$ cat src/rtl/decrypt_unit.sv
// decrypt_unit: undoes the byte encrypter (rotating 3-byte key XOR plus inverse bit permutation)
// and buffers plaintext in a small FWFT FIFO with ready/valid on both sides.
module decrypt_unit #(
    parameter logic [7:0]  KEY1  = 8'hA5,
    parameter logic [7:0]  KEY2  = 8'h3C,
    parameter logic [7:0]  KEY3  = 8'h96,
    parameter logic [23:0] PERM  = 24'h053977,
    parameter int          DEPTH = 4
) (
    input  logic       clk,
    input  logic       rst,
    input  logic [7:0] din,
    input  logic       en,
    input  logic       resync,
    output logic       in_rdy,
    output logic [7:0] dout,
    output logic       v,
    input  logic       out_rdy,
    output logic       ovf
);
    localparam int AW = $clog2(DEPTH);

    function automatic bit perm_ok(input logic [23:0] p);
        logic [7:0] seen;
        seen = '0;
        for (int i = 0; i < 8; i++) seen[p[3*i +: 3]] = 1'b1;
        return &seen;
    endfunction

    generate
        if (!perm_ok(PERM)) begin : g_perm_chk
            $error("decrypt_unit: PERM is not a bijection of 0..7");
        end
    endgenerate

    logic [1:0]    ptr;
    logic          s1_v;
    logic [7:0]    din_ff, key_ff, cur_key, x, plain;
    logic [7:0]    mem [DEPTH];
    logic [AW-1:0] wp, rp;
    logic [AW:0]   count;
    logic          accept, pop;

    assign cur_key = (resync || ptr == 2'd0) ? KEY3 : (ptr == 2'd1) ? KEY1 : KEY2;
    // counting the stage-1 byte guarantees it always has a FIFO slot on the following edge
    assign in_rdy  = (count + (AW+1)'(s1_v)) <= (AW+1)'(DEPTH - 1);
    assign accept  = en & in_rdy;
    assign v       = count != '0;
    assign pop     = v & out_rdy;
    assign dout    = mem[rp];
    assign x       = din_ff ^ key_ff;

    always_comb begin
        plain = '0;
        for (int i = 0; i < 8; i++) plain[PERM[3*i +: 3]] = x[i];
    end

    always_ff @(posedge clk or posedge rst) begin
        if (rst) begin
            ptr    <= 2'd0;
            s1_v   <= 1'b0;
            din_ff <= '0;
            key_ff <= '0;
            wp     <= '0;
            rp     <= '0;
            count  <= '0;
            ovf    <= 1'b0;
            for (int i = 0; i < DEPTH; i++) mem[i] <= '0;
        end else begin
            s1_v <= accept;
            if (accept) begin
                din_ff <= din;
                key_ff <= cur_key;
                ptr    <= resync ? 2'd1 : (ptr == 2'd2) ? 2'd0 : ptr + 2'd1;
            end else if (resync) begin
                ptr <= 2'd0;
            end
            if (en && !in_rdy) ovf <= 1'b1;
            if (s1_v) begin
                mem[wp] <= plain;
                wp      <= wp + 1'b1;
            end
            if (pop) rp <= rp + 1'b1;
            count <= count + (AW+1)'(s1_v) - (AW+1)'(pop);
        end
    end
endmodule

$ cat config.mk
export PLATFORM = sky130hd
export DESIGN_NAME = decrypt_unit
export DESIGN_NICKNAME = d
export VERILOG_FILES = /design/src/rtl/decrypt_unit.sv
export SDC_FILE = /design/constraint.sdc
export NUM_CORES = 1
export LEC_CHECK = 0
export ABC_AREA = 1
export CAP_MARGIN = 30
export CORE_AREA = 2 2 70 72
export CTS_CLUSTER_DIAMETER = 50
export DETAILED_ROUTE_END_ITERATION = 12
export DIE_AREA = 0 0 72 74
export DONT_BUFFER_PORTS = 1
export HOLD_SLACK_MARGIN = 0.1
export PLACE_DENSITY_LB_ADDON = 0.05
export SYNTH_ARGS = -nofsm -noshare
export SYNTH_HDL_FRONTEND = slang
export SYNTH_SLANG_ARGS = --single-unit
$ cat constraint.sdc
create_clock -name clk -period 2 [get_ports clk]
set_input_delay 0.4 -clock clk [delete_from_list [all_inputs] [get_ports clk]]
set_output_delay 0.4 -clock clk [all_outputs]
set_load 0.02 [all_outputs]
==> results of run 1 <==
-- area by class of cell --
cell class | instances | area (µm²) | area share, %
clock inverters | 2 | 10.0 | 0.351
flip-flops and latches | 58 | 1450 | 51.0
repair buffers | 3 | 37.5 | 1.32
clock buffers | 14 | 173 | 6.06
well taps | 54 | 67.6 | 2.37
multi-input cells | 195 | 997 | 35.0
inverters | 30 | 113 | 3.95
-- worst paths after layout --
check,to,cells past startpoint
min,din_ff[4],2
max in group asynchronous,s1_v,3
min reg2reg,mem[20],2
min in group asynchronous,rp[0],3
max,in_rdy,5
max reg2reg,key_ff[2],7
-- cells in the final DEF (no fill, tap or decap), types with 2 or more instances in the layout --
| cell type | netlist | final |
|---|---|---|
| inv_1 | 29 | 28 |
| dfrtp_1 | 58 | 56 |
| or2_2 | 2 | 2 |
| clkbuf_8 | 0 | 12 |
| nand2_2 | 3 | 3 |
| o211ai_1 | 8 | 8 |
| nor2_1 | 2 | 2 |
| clkinv_2 | 0 | 2 |
| nand3_1 | 3 | 3 |
| xor2_1 | 2 | 2 |
| clkbuf_1 | 1 | 2 |
| xnor2_1 | 8 | 8 |
| dfrtp_2 | 0 | 2 |
| o21ai_0 | 44 | 44 |
| a21oi_1 | 8 | 8 |
| nand2_1 | 102 | 101 |
| ha_1 | 8 | 7 |
| inv_2 | 1 | 2 |
-- cells in the mapped netlist (all sizes together) --
cell,instances
inv,30
nor2,3
nand3b,1
xor2,2
nand2,105
clkbuf,2
o211ai,8
a21oi,8
nand4,1
buf,11
dfrtp,58
o21bai,1
o21ai,44
nand3,4
ha,8
xnor2,8
or2,2
-- timing repair --
item | in CTS | in global routing
hold buffers | 1 | 0
gates resized for setup | 1 | 4
endpoints found under the hold margin | 58 | 0
endpoints found under the setup margin | 1 | 2
cloned | 0 | 0
-- kinds of logic (layout without fill, tap and decap cells) --
kind of cell               Yosys count  after routing  share of synthesized area (%)
adders and majority gates            8              8                           3.78
AOI/OAI and AO/OA                   61             61                           12.4
DFF                                 58             58                           54.8
and+or+nand+nor                    116            116                           17.8
xor gates and xnor gates            10             10                           3.31
buffers and inverters               43             49                           7.93
-- power breakdown --
group,internal [mW],switching [mW],total [mW]
registers,1.69,0.368,2.06
clock network,0.548,0.446,0.994
logic,0.605,1.20,1.80
-- flip-flops by register name, summed over array words and instances, names as in the netlist, 2 cells and up --
signal and flops:
key_ff 7, count 3, ptr 2, mem 32, wp 2, din_ff 8, rp 2
-- worst max-delay path, stage by stage (launching register included) --
cell,delay (ns)
dfrtp_2,0.45
ha_1,0.22
ha_2,0.19
inv_1,0.09
nand2_1,0.09
nand2_4,0.11
-- metal layers --
| metal | vias up | GRT usage, % | routed length (µm) |
|---|---|---|---|
| li1 | 944 | - | - |
| met1 | 882 | 28.9 | 2410 |
| met2 | 37 | 33.6 | 2230 |
| met3 | 6 | 8.13 | 197 |
| met4 | 0 | 8.39 | 86 |
| met5 | - | 0 | 0 |
-- through the flow --
stage / setup WS [ns] / power (mW)
floorplan: 0.172 / 3.56
global placement: 0.380 / 3.83
detailed placement: 0.324 / 3.89
CTS: 0.0276 / 4.90
global route: 0.0306 / 5.32
finish: 0.119 / 4.86
==> flow_metrics.py, run 1 <==
metrics = {
    "finish": {
        "layout-drive-gt1-share_pct": 9.60,
        "stdcell_area_um2": 2850,
        "area_delta_synth_final_pct": 7.65,
        "finalNonFillerCells": 356,
        "finish.utilization_pct": 62.0,
        "fillers": 429,
        "fin_nets": 318,
        "diodes": 0,
    },
    "cts": {
        "cts_tree": "built",
        "root_buffer": "clkbuf_8",
        "cts_max_path_buffers": 2,
        "postCtsSetupRepairBufs": 0,
        "clock_sinks": 58,
        "path_clk_slew_ns": 0.07,
        "cts_max_level": 3,
        "insertion_delay_ns": 0.33,
        "cts_buffers": 9,
    },
    "timing": {
        "relSlewSlack_pct": 65.1,
        "worst_pin_slew_ns": 0.523,
        "drv_slew": 0,
        "hold_viol": 0,
        "max_freq_mhz": 532,
        "setup_viol": 0,
        "clock_skew_ns": 0.00695,
        "rsz0062_at_grt": "no",
        "whs_ns": 0.180,
        "timing.setup.tns_ns": 0,
        "fin_crit_sh_pct": 94.1,
        "min_period_ns": 1.88,
    },
    "power_and_ir_drop": {
        "p_leak_nw": 1.43,
        "vdd_ir_drop_max_v": 0.000796,
        "cellPowerDensity_nw_per_um2": 1700,
    },
    "worst_setup_path": {
        "required_ns": 1.60,
        "cp.arrival_ns": 1.48,
        "end_kind": "output pin",
        "crit_type": "reg -> out",
        "r2r_start": "s1_v",
        "startpoint_type": "flip-flop",
        "crit_path_start": "s1_v",
        "cp_max_fo": 8,
        "rrSetupSlack_ns": 0.39,
    },
    "global_route": {
        "grt-ovfl-total": 0,
        "first_global_vias": 1821,
        "grt_start_max_net_pins": 59,
        "gr-usage-all-layers_pct": 21.9,
        "antenna_found_initial": 0,
        "grt_pass1_wl_mm": 8.68,
    },
    "yosys": {
        "ys_ff_latch": 58,
        "synth_top_cell_area_share_pct": 54.8,
        "syn_area_um2": 2650,
        "synthTopCellsByArea": "dfrtp_1, nand2_1, o21ai_0",
        "syn_inst": 296,
        "yosysSeqAreaShare_pct": 54.8,
        "synth.distinct_cells": 24,
        "syn_nets": 317,
        "yosys.area.top_type": "dfrtp_1",
        "yosysWarningCount": 0,
        "syn_area_per_cell_um2": 8.95,
    },
    "floorplanning": {
        "rows": 25,
        "io_pins": 24,
        "fp.dieArea_um2": 5330,
        "fp.coreArea_um2": 4600,
        "initial_utilization_pct": 57.6,
        "die_y_um": 74,
        "die_x_um": 72,
    },
    "placement": {
        "io_buffers": 0,
        "postPlaceCellArea_um2": 2650,
        "dpl.hpwl_mm": 3.16,
        "dp_cells": 339,
        "gp_congestion": 0.716,
    },
    "detailed_routing": {
        "drtIter0Drc": 143,
        "vias": 1869,
        "drc": 0,
        "viasPerCell": 5.25,
        "drt_wl_total_mm": 4.92,
        "dr.pass1.iters": 4,
        "drtAntennaViolNets": 0,
        "wire_per_inst_um": 13.8,
    },
    "hold_path": {
        "hp-start": "din[4]",
        "hold_class": "in -> reg",
    },
    "job": {
        "drv_cap": 0,
    },
    "run_status": {
        "outcome": "finished, final reports clean",
    },
}
(Power assumes the default switching activity.)
==> inputs of run 2 (changes only) <==
--- a/config.mk
+++ b/config.mk
@@ -7,10 +7,10 @@
 export LEC_CHECK = 0
 export ABC_AREA = 1
 export CAP_MARGIN = 30
-export CORE_AREA = 2 2 70 72
+export CORE_AREA = 2 2 90 92
 export CTS_CLUSTER_DIAMETER = 50
 export DETAILED_ROUTE_END_ITERATION = 12
-export DIE_AREA = 0 0 72 74
+export DIE_AREA = 0 0 92 94
 export DONT_BUFFER_PORTS = 1
 export HOLD_SLACK_MARGIN = 0.1
 export PLACE_DENSITY_LB_ADDON = 0.05
==> flow_metrics.py, run 2 (synthesized netlist as in run 1, its figures left out) <==
metrics = {
    "timing": {
        "hold_viol": 0,
        "clock_skew_ns": 0.00524,
        "fin_crit_sh_pct": 94.1,
        "min_period_ns": 1.88,
        "setup_viol": 0,
        "timing.setup.tns_ns": 0,
        "whs_ns": 0.176,
        "relSlewSlack_pct": 63.4,
        "worst_pin_slew_ns": 0.548,
        "drv_slew": 0,
        "rsz0062_at_grt": "no",
        "fin_ws_ns": 0.119,
        "max_freq_mhz": 532,
    },
    "finish": {
        "fin_nets": 320,
        "top_regs": "mem: 32 flops, din_ff: 8 flops, key_ff: 7 flops",
        "area_delta_synth_final_pct": 9.87,
        "fillers": 824,
        "regMostFlops": "mem",
        "finalNonFillerCells": 405,
        "largest_register_ffs": 32,
        "final_cell_mix": "nand2_1, dfrtp_1, o21ai_0",
        "finish.utilization_pct": 38.3,
        "diodes": 0,
        "final_common_cell": "nand2_1",
        "layout-drive-gt1-share_pct": 9.90,
    },
    "detailed_routing": {
        "dr.pass1.iters": 4,
        "drt_wl_total_mm": 5.43,
        "drtAntennaViolNets": 0,
        "vias": 1842,
        "viasPerCell": 4.55,
        "drc": 0,
        "drtIter0Drc": 58,
        "wire_per_inst_um": 13.4,
    },
    "floorplanning": {
        "rows": 32,
        "initial_utilization_pct": 34.8,
        "io_pins": 24,
        "fp.dieArea_um2": 8650,
        "die_y_um": 94,
        "die_x_um": 92,
        "fp.coreArea_um2": 7610,
    },
    "power_and_ir_drop": {
        "p_leak_nw": 1.44,
        "vdd_ir_drop_max_v": 0.000557,
        "cellPowerDensity_nw_per_um2": 1670,
    },
    "worst_setup_path": {
        "cp.arrival_ns": 1.48,
        "crit_path_max_incr_delay_ns": 0.45,
        "cp_slowest_cell": "dfrtp_2",
        "rrSetupSlack_ns": 0.31,
        "cp_max_fo": 7,
        "critical_path.cell_chain": "ha_1 > ha_1 > inv_2 > nand2_1 > nand2_4",
        "rr_endpoint": "key_ff[4]",
        "end_kind": "output pin",
        "r2r_start": "s1_v",
        "startpoint_type": "flip-flop",
        "required_ns": 1.60,
        "reg2reg_depth": 5,
        "crit_type": "reg -> out",
        "cp_common_cell": "ha_1",
    },
    "global_route": {
        "first_global_vias": 1801,
        "gr-usage-all-layers_pct": 14.0,
        "grt_pass1_wl_mm": 9.15,
        "grt_start_max_net_pins": 41,
        "grt-ovfl-total": 0,
        "antenna_found_initial": 0,
    },
    "cts": {
        "cts_max_path_buffers": 2,
        "clock_sinks": 58,
        "cts_max_level": 3,
        "cts_tree": "built",
        "insertion_delay_ns": 0.33,
        "path_clk_slew_ns": 0.06,
        "cts_buffers": 9,
        "root_buffer": "clkbuf_8",
    },
    "hold_path": {
        "worstHoldEndpoint": "din_ff[6]",
        "hold_path_depth": 2,
        "hold_class": "in -> reg",
        "hp-start": "din[6]",
    },
    "placement": {
        "io_buffers": 0,
        "gp_congestion": 0.724,
        "dp_cells": 388,
        "dpl.hpwl_mm": 3.46,
        "post-place-ws_ns": 0.291,
    },
    "run_status": {
        "outcome": "finished, final reports clean",
    },
    "job": {
        "drv_cap": 0,
    },
}
==> run 2: metal layers <==
layer  global-route usage [%]  up-vias  wire [µm]
li1                         -      949          -
met1                     19.5      855       2880
met2                     19.7       33       2270
met3                     4.90        5        228
met4                     5.97        0         50
met5                        0        -          0
==> run 2: where the power goes <==
part           internal, mW  switching, mW  leakage [nW]
clock network         0.504          0.448        0.0920
registers              1.69          0.307         0.720
logic                 0.625           1.29         0.630
==> run 2: how the worst max path moves through the flow <==
stage,start,endpoint,slack [ns],depth (start not counted)
after floorplan,rst,count[0],0.17,1
final,s1_v,in_rdy,0.12,5
after global routing,s1_v,in_rdy,0.03,5
after global placement,s1_v,ptr[1],0.34,8
after detailed placement,s1_v,key_ff[4],0.29,6
after CTS,s1_v,in_rdy,0.03,5
==> run 2: worst max-delay path: cells and delay by family (launching register included) <==
kind / cells / cell delay (ns)
simple gates: 2 / 0.19
fa+ha+maj: 2 / 0.44
flops: 1 / 0.45
buf+inv: 1 / 0.08
==> run 2: stage by stage <==
step	power (mW)	area, µm²
after floorplan	3.56	2650
after global placement	3.93	2710
after detailed placement	3.95	2710
after CTS	4.93	2900
after global routing	5.35	2910
final	4.87	2910
==> run 2: layout make-up <==
type	instances	area, µm²	area share, %
flip-flops and latches	58	1450	49.9
multi-input cells	195	995	34.2
clock buffers	12	155	5.33
well taps	102	128	4.39
inverters	30	113	3.87
repair buffers	5	52.6	1.81
clock inverters	3	15.0	0.516
==> run 2: what timing repair did <==
item                                    4_1_cts  5_1_grt
endpoints found under the setup margin        1        1
endpoints found under the hold margin        18        0
gates cloned                                  0        0
setup buffers                                 0        1
hold buffers                                  1        0
pin swaps                                     0        0
resized for setup                             1        3
==> inputs of run 3 (changes only) <==
--- a/config.mk
+++ b/config.mk
@@ -13,7 +13,6 @@
 export DIE_AREA = 0 0 92 94
 export DONT_BUFFER_PORTS = 1
 export HOLD_SLACK_MARGIN = 0.1
-export PLACE_DENSITY_LB_ADDON = 0.05
 export SYNTH_ARGS = -nofsm -noshare
 export SYNTH_HDL_FRONTEND = slang
 export SYNTH_SLANG_ARGS = --single-unit
==> flow_metrics.py, run 3 (synthesized netlist as in run 1, its figures left out) <==
metrics = {
    "timing": {
        "fin_ws_ns": 0.0937,
        "whs_ns": 0.181,
        "worst_pin_slew_ns": 0.543,
        "fin_crit_sh_pct": 95.3,
        "max_freq_mhz": 525,
        "hold_viol": 0,
        "min_period_ns": 1.91,
        "setup_viol": 0,
        "relSlewSlack_pct": 63.7,
        "clock_skew_ns": 0.00542,
        "drv_slew": 0,
    },
    "floorplanning": {
        "fp.coreArea_um2": 7610,
        "die_x_um": 92,
        "fp.dieArea_um2": 8650,
        "rows": 32,
        "die_y_um": 94,
        "io_pins": 24,
        "initial_utilization_pct": 34.8,
    },
    "worst_setup_path": {
        "cp_top_family": "flip-flops",
        "path_buf_inv": 1,
        "required_ns": 1.60,
        "crit_type": "reg -> out",
        "cp.arrival_ns": 1.51,
        "rr_endpoint": "key_ff[4]",
        "startpoint_type": "flip-flop",
        "cp_common_cell": "ha_1",
        "cp_slowest_cell": "dfrtp_2",
        "cp_max_fo": 8,
        "critical_path.cell_chain": "ha_1 > ha_1 > inv_1 > nand2_1 > nand2_4",
        "rrSetupSlack_ns": 0.38,
        "end_kind": "output pin",
        "reg2reg_depth": 6,
        "r2r_start": "s1_v",
        "crit_path_max_incr_delay_ns": 0.45,
    },
    "placement": {
        "post-place-ws_ns": 0.337,
        "io_buffers": 0,
        "gp_congestion": 0.699,
        "dpl.hpwl_mm": 3.18,
    },
    "global_route": {
        "grt-ovfl-total": 0,
        "antenna_found_initial": 0,
        "gr-usage-all-layers_pct": 12.9,
        "grt_pass1_wl_mm": 8.61,
        "grt_start_max_net_pins": 59,
        "first_global_vias": 1785,
    },
    "detailed_routing": {
        "wire_per_inst_um": 12.2,
        "drtAntennaViolNets": 0,
        "drtIter0Drc": 104,
        "dr.pass1.iters": 4,
        "viasPerCell": 4.60,
        "drt_wl_total_mm": 4.94,
        "drc": 0,
        "vias": 1858,
    },
    "finish": {
        "area_delta_synth_final_pct": 11.1,
        "layout-drive-gt1-share_pct": 9.93,
        "regMostFlops": "mem",
        "top_regs": "mem: 32 flops, din_ff: 8 flops, key_ff: 7 flops",
        "largest_register_ffs": 32,
        "diodes": 0,
        "finish.utilization_pct": 38.7,
        "fin_nets": 318,
        "final_common_cell": "nand2_1",
        "final_cell_mix": "nand2_1, dfrtp_1, o21ai_0",
    },
    "hold_path": {
        "hold_class": "in -> reg",
        "hold_path_depth": 2,
        "hp-start": "din[1]",
        "worstHoldEndpoint": "din_ff[1]",
    },
    "cts": {
        "root_buffer": "clkbuf_8",
        "cts_max_level": 3,
        "cts_buffers": 9,
        "insertion_delay_ns": 0.33,
        "postCtsSetupRepairBufs": 0,
        "path_clk_slew_ns": 0.07,
        "cts_max_path_buffers": 2,
        "clock_sinks": 58,
        "cts_tree": "built",
    },
    "power_and_ir_drop": {
        "vdd_ir_drop_max_v": 0.000708,
        "cellPowerDensity_nw_per_um2": 1710,
        "p_leak_nw": 1.45,
    },
    "job": {
        "drv_cap": 0,
    },
    "run_status": {
        "outcome": "finished, final reports clean",
    },
}
[run 3: changes by cell type in the layout (fill, tap and decap cells not counted), sizes merged]
| cell | delta |
|---|---|
| buf | -2 |
| bufinv | +2 |
| clkinv | +1 |
| clkbuf | -2 |
[run 3: per-stage QoR]
step | cell area, µm² | std cells | total power, mW | TNS [ns]
after floorplan | 2650 | 296 | 3.56 | 0
after global placement | 2710 | 387 | 3.86 | 0
after detailed placement | 2710 | 387 | 3.90 | 0
after CTS | 2940 | 404 | 5.11 | 0
after global routing | 2940 | 404 | 5.51 | -0.00352
final | 2940 | 404 | 5.05 | 0
[run 3: worst max-delay path by stage]
stage	start	to	slack, ns	cells past startpoint
floorplan	rst	count[0]	0.17	1
global placement	s1_v	in_rdy	0.38	5
detailed placement	s1_v	key_ff[4]	0.34	7
CTS	rp[1]	dout[2]	0.02	2
global route	s1_v	in_rdy	-0.004	5
finish	s1_v	in_rdy	0.09	5
[run 3: cell type report]
| cell class | instances | area [µm²] |
|---|---|---|
| Sequential cell | 58 | 1450 |
| Fill cell | 821 | 4660 |
| Tap cell | 102 | 128 |
| Timing Repair Buffer | 3 | 37.5 |
| Inverter | 30 | 113 |
| Multi-Input combinational cell | 195 | 995 |
| Clock inverter | 6 | 80.1 |
| Clock buffer | 10 | 138 |
[run 3: layer usage]
| layer | vias up | share of wire (%) | GRT usage, % |
|---|---|---|---|
| li1 | 937 | - | - |
| met1 | 876 | 51 | 17.0 |
| met2 | 35 | 43 | 19.5 |
| met3 | 10 | 3.5 | 3.05 |
| met4 | 0 | 2.6 | 7.46 |
| met5 | - | 0 | 0 |
[run 3: timing repair]
item | 4_1_cts | 5_1_grt
endpoints found under the setup margin | 1 | 9
resized for setup | 1 | 3
hold buffers | 1 | 0
endpoints found under the hold margin | 58 | 0
gates cloned | 0 | 0
[run 3: power by group]
group	switching [mW]	leakage, nW	internal, mW	total [mW]
clock network	0.449	0.116	0.726	1.17
registers	0.360	0.718	1.69	2.05
logic	1.22	0.620	0.602	1.82
